File: config.mk
export PLATFORM = sky130hd
export DESIGN_NAME = join_barrier
export DESIGN_NICKNAME = d
export VERILOG_FILES = /design/src/rtl/join_barrier.sv
export SDC_FILE = /design/constraint.sdc
export NUM_CORES = 1
export LEC_CHECK = 0
export CELL_PAD_IN_SITES_DETAIL_PLACEMENT = 2
export CELL_PAD_IN_SITES_GLOBAL_PLACEMENT = 2
export CORE_MARGIN = 2
export CORE_UTILIZATION = 26
export CTS_BUF_LIST = sky130_fd_sc_hd__clkbuf_8
export DETAILED_ROUTE_END_ITERATION = 16
export GPL_TIMING_DRIVEN = 0
export PLACE_DENSITY = 0.8
export RECOVER_POWER = 50
export SLEW_MARGIN = 40
export SYNTH_ARGS = -nofsm -noshare
export SYNTH_HDL_FRONTEND = slang
export SYNTH_SLANG_ARGS = --single-unit
export TNS_END_PERCENT = 50
File: constraint.sdc
create_clock -name clk -period 2 [get_ports clk]
set_clock_uncertainty 0.15 [all_clocks]
set_input_delay 0.3 -clock clk [delete_from_list [all_inputs] [get_ports clk]]
set_output_delay 0.3 -clock clk [all_outputs]
set_load 0.005 [all_outputs]
File: src/rtl/join_barrier.sv
// Join point: collects per-lane arrival pulses and raises a registered "all arrived" handshake.
// Latency: done_valid rises one cycle after the last required arrival, or after an arm with an empty effective mask.
// Backpressure: done_valid holds until done_ready is sampled high; arm_ready is low outside IDLE.
module join_barrier #(
  parameter int N_INS = 8,
  parameter int CNT_W = 8
) (
  input  logic             clk,
  input  logic             rst,
  input  logic             arm_valid,
  output logic             arm_ready,
  input  logic [N_INS-1:0] arm_mask,
  input  logic [N_INS-1:0] arrive,
  input  logic             abort,
  output logic             done_valid,
  input  logic             done_ready,
  output logic [N_INS-1:0] pending,
  output logic [CNT_W-1:0] wait_cycles
);

  // Lane counts outside 2..32 are a configuration error, not a degenerate barrier.
  if (N_INS < 2 || N_INS > 32) begin : g_n_ins_range
    $error("join_barrier: N_INS must be within 2..32");
  end

  typedef enum logic [1:0] {
    IDLE  = 2'd0,
    ARMED = 2'd1,
    DONE  = 2'd2
  } state_t;

  state_t           state;
  state_t           state_nxt;
  logic [N_INS-1:0] pending_nxt;
  logic [CNT_W-1:0] wait_nxt;
  logic [N_INS-1:0] arm_pending;
  logic [N_INS-1:0] armed_pending;

  // Both handshake outputs decode straight from the state flop, so arrive
  // never reaches done_valid combinationally.
  assign arm_ready  = (state == IDLE);
  assign done_valid = (state == DONE);

  // Arrivals in the arm cycle already count against the new mask; in ARMED,
  // clearing with ~arrive makes repeated or unselected arrivals no-ops.
  assign arm_pending   = arm_mask & ~arrive;
  assign armed_pending = pending & ~arrive;

  // Next-state, next-pending and wait counter; abort overrides everything.
  always_comb begin
    state_nxt   = state;
    pending_nxt = pending;
    wait_nxt    = wait_cycles;
    case (state)
      IDLE: begin
        if (arm_valid) begin
          pending_nxt = arm_pending;
          wait_nxt    = '0;
          state_nxt   = (arm_pending == '0) ? DONE : ARMED;
        end
      end
      ARMED: begin
        pending_nxt = armed_pending;
        wait_nxt    = (wait_cycles == '1) ? wait_cycles : wait_cycles + CNT_W'(1);
        if (armed_pending == '0) begin
          state_nxt = DONE;
        end
      end
      DONE: begin
        pending_nxt = '0;
        if (done_ready) begin
          state_nxt = IDLE;
        end
      end
      default: begin
        state_nxt   = IDLE;
        pending_nxt = '0;
      end
    endcase
    // Abort discards any arm in flight and swallows a pending completion;
    // the wait counter keeps whatever it had.
    if (abort) begin
      state_nxt   = IDLE;
      pending_nxt = '0;
      wait_nxt    = wait_cycles;
    end
  end

  // State, pending mask and wait counter registers; reset clears a join mid-flight.
  always_ff @(posedge clk or posedge rst) begin
    if (rst) begin
      state       <= IDLE;
      pending     <= '0;
      wait_cycles <= '0;
    end else begin
      state       <= state_nxt;
      pending     <= pending_nxt;
      wait_cycles <= wait_nxt;
    end
  end

endmodule

---- Word-level counts from Yosys, hierarchy flattened ----
Index checks and enable logic that the tools add are counted.
word-level totals
  bits in registers ....................... 18
  bits in latches ......................... 0
  bits in writable memories ............... 0
  bits in read-only memories .............. 0
  bits of input ports ..................... 21
  output and inout bits ................... 18
  word-level logic and storage cells ...... 34
  memories kept ........................... 0
cells by class
  $add $sub $neg .......................... 1
  $mul .................................... 0
  divide/modulo/power cells ............... 0
  $lt $le $gt $ge ......................... 0
  equal/unequal tests ..................... 8
  shift-type cells ........................ 0
  multiplexer cells ....................... 12
  bitwise operators ....................... 4
  reduce and logical (&&, ||, !) cells .... 6
operators with widths
  kind                 number
  $mux 8               4
  $pmux 8 s2           2
  $and 8x8->8          2
  $logic_not 8->1      2
  $mux 2               5
  $add 8x1->8 const B  1
  $eq 8x8->1 const B   1
  $not 8->8            1
  $ne 3x2->1 const B   2
  $pmux 2 s3           1
  $ne 2x2->1 const B   2
  $reduce_and 4->1     1
  $ne 3x3->1 const B   1
  $reduce_and 3->1     1
  $eq 2x1->1 const B   1
  $eq 2x2->1 const B   1
  $logic_not 2->1      1
  $reduce_bool 2->1    1
  $not 1->1            1

---- Longest topological paths before layout ----
  word-level depth ........................ 7
  mapped depth ............................ 6
  depth with buffers taken out ............ 5

---- Worst setup path after synthesis ----
Ideal clock, no wire load.
  kind .................................... register -> register
  start point ............................. register wait_cycles[0]
  end point ............................... register wait_cycles[5]
  library setup time ...................... 103 ps
  data arrival time ....................... 1483 ps
  data required time ...................... 1747 ps
  setup slack ............................. 263 ps
  stages on the path, launching flop included .. 6
  path buffers ............................ 0
  period minus slack after synthesis ...... 1737 ps
  cells stage by stage .................... dfrtp_1 ha_1 nand3_1 nor3_1 or3_4 o41ai_2
between the ends
  word-level cells in the longest chain between the ends .. 3
  elaborated cells between the ends (all ways) .. 6
  classes of those cells .................. 1 x add/sub; 2 x eq/ne; 2 x mux; 1 x reduce/logical
RTL lines
  item                                            RTL line  RTL
  from (decl)                                     18        output logic [CNT_W-1:0] wait_cycles
  from (signal assigned)                          98        wait_cycles <= wait_nxt;
  $add 8x1->8 or $eq 8x8->1 (tied branches)       64        wait_nxt = (wait_cycles == '1) ? wait_cycles : wait_cycles + CNT_W'(1);
  $mux 8 or $ne 2x2->1 (tied branches)            -
  $pmux 8 s2 or $reduce_and 4->1 (tied branches)  -
Parallel ways exist; a longest one is shown, timed or not. The select of a mux whose other input is x is not followed.
A chain may end at the register's enable or synchronous reset.

---- Worst setup path in the final report ----
  start point ............................. register state[1]
  end point ............................... register wait_cycles[5]
between the ends
  word-level cells in the longest chain between the ends .. 3
  elaborated cells between the ends (all ways) .. 7
  classes of those cells .................. 3 x eq/ne; 1 x mux; 3 x reduce/logical
RTL lines
  item                                                       RTL line  RTL
  from (decl)                                                32        state_t state;
  from (signal assigned)                                     96        state <= state_nxt;
  $eq 2x1->1 or $logic_not 2->1 (tied branches)              54        case (state)
  $ne 2x2->1 (no line) or $reduce_bool 2->1 (tied branches)  -
  $reduce_and 4->1 (no line)                                 -
Parallel ways exist; a longest one is shown, timed or not.

==> metrics.md <==
| Metric | Value |
|---|---|
| Post-Synth XOR/XNOR Area | `0%` |
| Layout Utilization | `39.79%` |
| Vias in the first global route | `1299` |
| Filler Cell Count | `446` |
| RSZ-0062 raised after global routing | `no` |
| Max IR drop VDD | `0.0002156 V` |
| P_sw | `315.4 uW` |
| CTS clk-pin slew, worst paths | `0.08 ns` |
| Hold Crit Class | `in2reg` |
| Detailed Place HPWL | `2835 um` |
| Sequence of cells on the critical path | `nor2_2, o21ai_1, or3_4, o41ai_2` |
| Setup WS post-layout | `0.1184 ns` |
| Cell Area, Synth | `1074 um2` |
| # rows | `23` |
| Area contributors post-synth | `dfrtp_1 42%, o31ai_1 9.1%, o21ai_0 5.6%, inv_1 4.9%, o22ai_1 4.1%` |
| FF-to-FF path depth | `4` |
| Synth Net Count | `143` |
| Final hold vios | `0` |
| GRT Util Overall | `17.41%` |
| Largest delay share family, worst path | `simple AND/OR/NAND/NOR gates` |
| Critical path class | `reg2reg` |
| CP max FO | `7` |
| Hold Buf Count CTS | `0` |
| N_diodes | `0` |
| Worst-skew pair later-pin latency | `0.25 ns` |
| CP Launch Type | `flip-flop` |
| Global-route wire length before repair | `6113 um` |
| Critical path's largest stage delay | `0.47 ns` |
| Crit share post-route | `94.08%` |
| Worst-margin pin slew | `0.7311 ns` |
| Vias per inst | `5.278` |
| Register area share after synthesis | `41.96%` |
| ANT nets after route | `0` |
| Routed wire per std cell | `16.91 um` |
| Leading area contributor after synthesis | `dfrtp_1` |
| Layout cell share with drive strength beyond 1 | `10.49%` |
| Number of buffers created by CTS | `3` |
| Crit path from | `state[1]` |
| Leak pwr | `0.0006390 uW` |
| Post-Route WL | `3584 um` |
| Via count | `1119` |
| CTS sink count | `18` |
| Cell-internal power | `699.3 uW` |
| Status | `complete, no violations` |
| Sw frac | `31.09%` |
| Max Root-Sink Buffers | `2` |
| Final instance area | `1592 um2` |
| Final worst path period need | `1.882 ns` |
| Mux cell area share after synthesis | `3.730%` |
| Total core area | `4000 um2` |
| Seq pwr share | `42.8%` |
| Met2 Wirelength | `1947 um` |
| Pwr/cell area | `637.5 nW/um2` |
| Top layer reached by signal wires | `met3` |
| 1st-pass router iterations | `4` |
| Register area | `451.7 um2` |
| Root buf cell | `clkbuf_8` |
| Worst Path Required | `2.00 ns` |
| Die ar. | `4659 um2` |
| Initial antenna violation count | `0` |
| Post-synth EDFFs | `0` |
| Input/output buffers | `38` |
| Mean Syn Cell Area | `8.872 um2` |
| Compound-cell area share of the yosys netlist | `26.34%` |
| Largest family of logic cells by synthesized area | `compound AO/OA/AOI/OAI gates` |
| Flop2flop setup slack | `0.12 ns` |
| Num ports | `39` |
| Routability cong. | `0.7587` |
| Logic gate share of total power | `31.5%` |
| Max cap viols | `0` |
| Async set-reset flop share out of synthesis | `100.0%` |
| Count of different cell masters after synthesis | `31` |
| R2R Path End | `wait_cycles[5]` |
| Total gr overflow | `0` |
| DIE WIDTH | `68.26 um` |
| Yosys warning count | `0` |
| Metal3 WL | `137 um` |
| Crit path to | `wait_cycles[5]` |
| Synth Register Bits | `18` |
| Initial Utilization | `26.84%` |
| Post-Synth Adder-Cell Area | `1.166%` |
| Synth top area share | `41.96%` |
| TNS Setup | `0 ns` |
| Slew HR | `50.96%` |
| Placement Cell Area | `1516 um2` |
| Synth Flop Type | `dfrtp_1` |
| Worst slack, placed | `-0.1853 ns` |
| Crit path depth | `4` |
| DR iter-0 viols | `44` |
| H-tree depth | `1` |
| Max Clock Freq | `531.5 MHz` |
| Post-Synth Simple-Gate Area | `20.16%` |
| Buf+Inv Stages, Crit Path | `0` |
| CTS tree | `yes` |
| DRC | `0` |
| Crit path max-delay cell type | `or3_4` |
| Final Max Slew Viols | `0` |
| Area of the multi-input gates | `569.3 um2` |
| Fin nets | `186` |
| Layout Cells excl Fill | `212` |
| Crit. End Element | `flip-flop` |
| CP arrival | `1.88 ns` |
| Die Y | `68.26 um` |
| Final setup vio count | `0` |
| Met1 WL | `1499 um` |
| Cells after DPL | `209` |
| Gate Count Post-Synth | `121` |
| Largest net degree at the start of global routing | `19` |
| Layout area overhead | `48.25%` |
| Critical R2R Launch | `state[1]` |
| Clock share of power | `25.7%` |
-- cells in the mapped netlist, types with 2 or more instances --
master / count
dfrtp_1: 18
inv_1: 14
o31ai_1: 13
o21ai_0: 12
nand2_1: 9
nor2_1: 7
o22ai_1: 7
nand2b_1: 6
mux2i_1: 4
nand3_1: 4
buf_2: 3
o21a_1: 3
and2_1: 2
o41ai_1: 2
-- power by group through the flow --
stage | clock, uW | combinational (uW) | sequential [uW]
4_1_cts | 271 | 327 | 433
2_1_floorplan | 0 | 149 | 433
6_report | 260 | 320 | 435
3_5_place_dp | 0 | 319 | 440
3_3_place_gp | 0 | 304 | 437
5_1_grt | 290 | 356 | 440
-- worst reg2reg max path, delay by kind of cell (launching register included) --
kind / cells / cell delay (ns)
flops: 1 / 0.46
compound gates: 2 / 0.55
simple gates: 2 / 0.62
-- cells in the final DEF (no fill, tap or decap), types with 2 or more instances in the layout --
cell             Yosys  layout
dlygate4sd3_1        0       6
o21a_1               3       3
inv_1               14      13
o41ai_1              2       2
clkdlybuf4s50_1      0      30
o21ai_0             12      12
o22ai_1              7       7
nand2_1              9       9
nand3_1              4       3
o31ai_1             13      13
nor2_1               7       7
dfrtp_1             18      17
mux2i_1              4       4
nand2b_1             6       6
and2_1               2       2
clkbuf_8             0       3
-- how the worst min path moves through the flow --
stage / to / startpoint / cells past startpoint / slack, ns
global route: state[0] / abort / 2 / 0.30
detailed placement: pending[7] / pending[7] / 2 / 0.38
floorplan: pending[0] / rst / 1 / 0.09
global placement: pending[6] / pending[6] / 2 / 0.36
finish: state[0] / abort / 2 / 0.26
CTS: pending[1] / rst / 2 / 0.37
-- sequential cells by signal, summed over array words and instances, names as in the netlist --
register and count:
pending 8, wait_cycles 8, state 2
-- cell type report --
class / instances / share of cell area (%)
multi-input combinational: 85 / 35.77
sequential: 18 / 28.38
timing repair buffer: 38 / 23.98
tap: 50 / 3.931
inverter: 14 / 3.302
clock buffer: 3 / 2.594
buffer: 4 / 2.044
-- kinds of logic (layout without fill, tap and decap cells) --
group	after synthesis	in the layout
compound gates	41	41
simple gates	39	39
flops	18	18
buf+inv	18	59
mux	4	4
fa+ha+maj	1	1
-- timing repair --
action	in CTS	in global routing
pin swaps	0	1
endpoints found under the setup margin	1	7
gates resized for setup	5	7
setup buffers	0	0
hold endpoints to repair	0	0
-- stage by stage --
step | hold slack [ns] | total power [uW]
after floorplan | 0.08857 | 582.0
after global placement | 0.3591 | 740.3
after detailed placement | 0.3844 | 759.2
after CTS | 0.3651 | 1031
after global routing | 0.3018 | 1086
final | 0.2635 | 1015
-- metal layers --
metal,vias up,GRT usage [%]
met3,0,3.125
met1,567,20.45
met2,28,32.89
li1,524,-
met4,0,3.250
met5,-,0
(Power assumes the default switching activity.)
